File: config.mk
export PLATFORM = sky130hd
export DESIGN_NAME = router_register
export DESIGN_NICKNAME = d
export VERILOG_FILES = /design/src/rtl/router_register.sv
export SDC_FILE = /design/constraint.sdc
export NUM_CORES = 1
export LEC_CHECK = 0
export CORE_UTILIZATION = 55
export CTS_BUF_LIST = sky130_fd_sc_hd__clkbuf_2
export CTS_CLUSTER_DIAMETER = 80
export DETAILED_ROUTE_END_ITERATION = 10
export PLACE_DENSITY_LB_ADDON = 0.25
export SLEW_MARGIN = 20
export SYNTH_ARGS = -nofsm -noshare
export SYNTH_HDL_FRONTEND = slang
export SYNTH_SLANG_ARGS = --single-unit
File: constraint.sdc
create_clock -name clk -period 1.95 [get_ports clk]
set_clock_uncertainty 0.1 [all_clocks]
set_input_delay 0.39 -clock clk [delete_from_list [all_inputs] [get_ports clk]]
set_output_delay 0.39 -clock clk [all_outputs]
set_load 0.02 [all_outputs]
File: src/rtl/router_register.sv
// Data-path register stage of the 1x3 router: header latch, byte forwarding,
// single-byte park while the FIFO is full, running XOR parity and check.
module router_register (
    input  logic       clk,
    input  logic       rst,
    input  logic       pkt_valid,
    input  logic       fifo_full,
    input  logic       rst_int_reg,
    input  logic       detect_add,
    input  logic       ld_state,
    input  logic       laf_state,
    input  logic       full_state,
    input  logic       lfd_state,
    input  logic [7:0] data_in,
    output logic       parity_done,
    output logic       low_pkt_valid,
    output logic       error,
    output logic [7:0] dout
);

    localparam int unsigned DATA_W = 8;
    localparam logic [1:0]  ADDR_INVALID = 2'b11;

    logic [DATA_W-1:0] r_hdr_byte;
    logic [DATA_W-1:0] r_full_byte;
    logic [DATA_W-1:0] r_int_parity;
    logic [DATA_W-1:0] r_pkt_parity;
    logic [DATA_W-1:0] r_dout;
    logic              r_parity_done;
    logic              r_low_pkt_valid;
    logic              r_error;

    logic w_hdr_load;
    logic w_parity_set;

    // Header is captured only for a valid destination address.
    assign w_hdr_load   = detect_add && pkt_valid && (data_in[1:0] != ADDR_INVALID);

    // Parity byte arrives either directly in load or from the parked slot after full.
    assign w_parity_set = !r_parity_done &&
                          ((ld_state && !fifo_full && !pkt_valid) ||
                           (laf_state && r_low_pkt_valid));

    // Header byte latch.
    always_ff @(posedge clk) begin
        if (!rst) begin
            r_hdr_byte <= '0;
        end else if (w_hdr_load) begin
            r_hdr_byte <= data_in;
        end
    end

    // Output byte select; a byte arriving while the FIFO is full is parked.
    always_ff @(posedge clk) begin
        if (!rst) begin
            r_dout      <= '0;
            r_full_byte <= '0;
        end else if (lfd_state) begin
            r_dout <= r_hdr_byte;
        end else if (ld_state && !fifo_full) begin
            r_dout <= data_in;
        end else if (ld_state && fifo_full) begin
            r_full_byte <= data_in;
        end else if (laf_state) begin
            r_dout <= r_full_byte;
        end
    end

    // Running parity over header and payload; the parity byte itself is excluded.
    always_ff @(posedge clk) begin
        if (!rst) begin
            r_int_parity <= '0;
        end else if (detect_add) begin
            r_int_parity <= '0;
        end else if (lfd_state) begin
            r_int_parity <= r_int_parity ^ r_hdr_byte;
        end else if (ld_state && pkt_valid && !full_state) begin
            r_int_parity <= r_int_parity ^ data_in;
        end
    end

    // Received parity capture, latched once per packet.
    always_ff @(posedge clk) begin
        if (!rst) begin
            r_parity_done <= 1'b0;
            r_pkt_parity  <= '0;
        end else if (detect_add) begin
            r_parity_done <= 1'b0;
        end else if (w_parity_set) begin
            r_parity_done <= 1'b1;
            r_pkt_parity  <= data_in;
        end
    end

    // End-of-payload flag; the FSM clear wins over a concurrent set.
    always_ff @(posedge clk) begin
        if (!rst) begin
            r_low_pkt_valid <= 1'b0;
        end else if (rst_int_reg) begin
            r_low_pkt_valid <= 1'b0;
        end else if (ld_state && !pkt_valid) begin
            r_low_pkt_valid <= 1'b1;
        end
    end

    // Parity compare, refreshed each cycle once the received parity is held.
    always_ff @(posedge clk) begin
        if (!rst) begin
            r_error <= 1'b0;
        end else if (detect_add) begin
            r_error <= 1'b0;
        end else if (r_parity_done) begin
            r_error <= (r_int_parity != r_pkt_parity);
        end
    end

    assign dout          = r_dout;
    assign parity_done   = r_parity_done;
    assign low_pkt_valid = r_low_pkt_valid;
    assign error         = r_error;

endmodule

-- Word level (Yosys, flattened, before mapping)
Index checks and enable logic that the tools add are counted.
Widths: inputs -> output; s select.
- memory bits (read-only): 0
- logic and storage cells: 45
- memory bits (writable): 0
- input bits: 18
- register bits after elaboration: 43
- latch bits: 0
- output and inout bits: 11
- memories: 0
- bitwise gates (word level): 6
- add/sub/neg operators: 0
- reduce and logical (&&, ||, !) cells: 22
- shifts and indexed selects: 0
- div/mod/pow operators: 0
- multipliers: 0
- equal/unequal tests: 3
- multiplexer cells: 6
- order comparisons: 0
- operators with widths (operator ; number):
    $mux 8 ; 6
    $xor 8x8->8 ; 2
    $logic_and 1x1->1 ; 10
    $ne 8x8->1 ; 1
    $logic_not 1->1 ; 4
    $not 1->1 ; 4
    $reduce_and 2->1 ; 2
    $reduce_or 2->1 ; 2
    $ne 3x3->1 const B ; 1
    $reduce_and 3->1 ; 1
    $reduce_bool 3->1 ; 1
    $ne 2x2->1 const B ; 1
    $reduce_bool 2->1 ; 1
    $logic_or 1x1->1 ; 1

-- Logic depth before layout (Yosys ltp)
- depth after elaboration: 6
- depth in mapped cells: 6
- mapped depth without buffers: 4

-- Worst setup path after synthesis
OpenSTA, ideal clock, no wires.
- path kind: input port to flip-flop
- start: input port fifo_full
- end: register r_pkt_parity[0]
- path slack: 0.373 ns
- stages on the path: 5
- data required time: 1.734 ns
- data arrival time: 1.361 ns
- path buffers: 1
- library setup time: 0.116 ns
- cells stage by stage: or3b_1 -> a211o_1 -> buf_6 -> mux2i_1 -> nor2b_1
- word-level cells in the longest chain between the ends: 6
- RTL lines (what ; RTL line ; RTL):
    start, declared ; 7 ; input logic fifo_full,
    $logic_not 1->1 ; 41 ; ((ld_state && !fifo_full && !pkt_valid) ||
    $logic_and 1x1->1 (2 in a row) ; 41 ;
    $logic_or 1x1->1 ; 41 ;
    $logic_and 1x1->1 ; 40 ; assign w_parity_set = !r_parity_done &&
    $reduce_and 2->1 (no source line) ; - ;
    end signal, assigned ; 91 ; r_pkt_parity <= data_in;
    end, declared ; 27 ; logic [DATA_W-1:0] r_pkt_parity;
No other way between the ends.
A chain may end at the register's enable or synchronous reset.

-- Worst setup path in the final report
- start: register r_dout[2] (netlist: dout[2])
- end: output port dout[2]
- RTL lines (what ; RTL line ; RTL):
    start, declared ; 28 ; logic [DATA_W-1:0] r_dout;
    start signal, assigned ; 59 ; r_dout <= r_hdr_byte;
    start signal, assigned ; 61 ; r_dout <= data_in;
    start signal, assigned ; 65 ; r_dout <= r_full_byte;
    end, declared ; 18 ; output logic [7:0] dout
No word-level cell between the ends.

==> out/metrics.csv <==
metric;value;unit
outcome;completed;
post-synth top area share;45.3;%
cell-internal power;1110;µW
slowest stage cell on the critical path;clkdlybuf4s50_1;
Setup CP Type;register to output pin;
drt total wl;4.18;mm
Data arrival, critical path;1390;ps
WL/cell;15.6;µm
clock period minus worst slack;1880;ps
Die H;60.8;µm
Yosys warning count;0;
# clock sinks;43;
Clock Latency Late Sink;400;ps
Pre-antenna DRT Iters;4;
FF/Latch Area;861;µm²
DRC;0;
Mapped Area;0.00190;mm²
Max-slew headroom;70.7;%
DPL Wire Length;3.16;mm
PortBufs;28;
cts bufs inserted;5;
initial antenna violation count;0;
routability cong.;0.794;
core area;0.00318;mm²
layout cells sized above 1;9.38;%
switching pwr;408;µW
part of the Yosys area used for sequential elements;45.3;%
Initial Util;59.8;%
crit end category;output pin;
Worst Path Buf+Inv;1;
fillers;245;
Initial DRC Count;43;
crit-path leading delay family;buffers and inverters;
IO Count;29;
CP max FO;2;
final period utilization;96.6;%
Post-Route Setup TNS;0;ps
Logic pwr share;16.0;%
total number of vias;1435;
Switching Fraction;26.8;%
Final setup viols;0;
largest net degree at the start of global routing;20;
gr ovfl total;0;
share of power burned in registers;60.9;%
first-pass GRT wire length;7.09;mm
post-cts sizing count;2;
GRT Total Usage;26.9;%
Leak;0.00111;µW
hold crit path type;input pin to register;
setup repair bufs after CTS;0;
Max Buffers Root-to-Sink;2;
slowest stage delay, CP;610;ps
Hold Fails Final Rpt;0;
crit-path cells;clkdlybuf4s50_1;
area occupied by multi-input gates;988;µm²
Clock transition at path regs;190;ps
Antenna Nets Post-Route;0;
worst endpoint required time;1460;ps
Root Buffer;clkbuf_2;
vias in the first global route;1527;
CTS tree;done;
MaxCap Viol Count;0;
Fmax;531;MHz
worst vdd ir;450;µV
Power, Total;1520;µW
Cells after Synth;185;
unrepaired setup endpoints after global routing;false;
# diodes;0;
area delta synth->final;23.9;%
power per standard cell area;646;mW/mm²
Vias/cell;5.35;
largest area contributor in the netlist;dfxtp_1;
actual slew at the worst max-slew pin;439;ps
largest cells by area after synthesis;dfxtp_1 (45%), mux2i_1 (17%), nor2b_1 (8.2%), xor2_1 (5.1%), a22o_1 (3.7%);
DIE AREA;0.00370;mm²
fin nets;242;
hold bufs inserted after CTS;0;
H-tree Lvls;2;
Yosys cell types;29;
Rows;20;
clock share of power;23.1;%
syn nets;203;
Syn Area/Cell;10.3;µm²
startpoint types;register;
Die Width;60.8;µm
final max-slew violation count;0;
flops & latches, synth;43;
-- final timing paths --
| path | from | endpoint | slack (ps) | depth (start not counted) |
|---|---|---|---|---|
| worst max register to register | low_pkt_valid$_SDFFE_PP0P_ | r_pkt_parity[7]$_SDFFE_PN0P_ | 500 | 4 |
| worst min register to register | dout[1]$_SDFFE_PN0P_ | dout[1]$_SDFFE_PN0P_ | 410 | 1 |
| worst max-delay path | dout[2]$_SDFFE_PN0P_ | dout[2] | 70 | 1 |
| worst min-delay path | rst_int_reg | low_pkt_valid$_SDFFE_PP0P_ | 410 | 2 |
-- synth_stat cells --
cell type   n
o21bai_1    1
xnor2_1     5
inv_1       2
and2b_1     1
a22o_1      8
xor2_1     11
a21boi_0    8
nand3_1     1
mux2i_1    32
a211o_1     1
buf_2       3
a21oi_1     1
nor3b_1     1
buf_6       1
nand4_1     1
nor2_1      8
dfxtp_1    43
and4bb_2    1
nor4_1      1
nor2b_1    25
clkbuf_1    5
o31a_1      1
nand2b_1    1
or3b_1      1
nand2_1    10
nor4b_4     1
a31oi_1     2
o21ai_0     8
nand3b_1    1
-- cells in the final DEF, fill, tap and decap left out, drive strengths merged --
cell           Yosys  routed
dfxtp             43      43
mux2i             32      32
nor2b             25      25
clkdlybuf4s50      0      22
buf                4      13
xor2              11      11
nand2             10      10
o21ai              8       8
a22o               8       8
a21boi             8       8
nor2               8       8
xnor2              5       5
clkbuf             5       5
dlymetal6s2s       0       4
inv                2       2
a31oi              2       2
dlygate4sd2        0       2
clkinv             0       2
nand3b             1       1
nand3              1       1
and2b              1       1
o31a               1       1
nor4b              1       1
nand2b             1       1
and4bb             1       1
or3b               1       1
a211o              1       1
a21oi              1       1
nor3b              1       1
nand4              1       1
nor4               1       1
o21bai             1       1
-- stage by stage --
step | worst slack [ps] | hold WS, ps | instance area (µm²) | util (%) | std cells
global route | 4.29 | 390 | 2360 | 74.1 | 268
floorplan | 373 | 366 | 1900 | - | 185
global placement | -182 | 362 | 2310 | 72.8 | 261
detailed placement | -245 | 362 | 2310 | 72.8 | 261
finish | 66.8 | 407 | 2360 | 74.1 | 268
CTS | 34.0 | 387 | 2350 | 73.8 | 268
-- state kept, by name (all words and copies together), names as in the netlist --
name and count:
dout 8, r_pkt_parity 8, low_pkt_valid 1, r_full_byte 8
parity_done 1, r_int_parity 8, error 1, r_hdr_byte 8
-- layer usage --
metal	wire, µm	GRT usage (%)
met1	1930	32.7
met2	2030	45.4
met3	150	9.38
met4	68	7.79
met5	0	0
-- power groups by stage --
stage	sequential, µW	clock [µW]	combinational (µW)
after floorplan	951	0	123
after global placement	942	0	234
after detailed placement	945	0	244
after CTS	927	357	246
after global routing	931	390	264
final	927	352	244
-- cells by family after synthesis --
group | synth area share, %
AO/OA/AOI/OAI | 11.2
XOR/XNOR | 7.37
buffers and inverters | 2.76
flip-flops | 45.3
multiplexers | 16.8
AND/OR/NAND/NOR | 16.6
-- final cells by class --
class	instances	share of cell area, %
clock inverter	2	0.372
timing repair buffer	41	17.4
clock buffer	5	1.06
tap	44	2.34
multi-input combinational	131	42.0
inverter	2	0.319
sequential	43	36.5
Power figures use the tool's default switching activity.
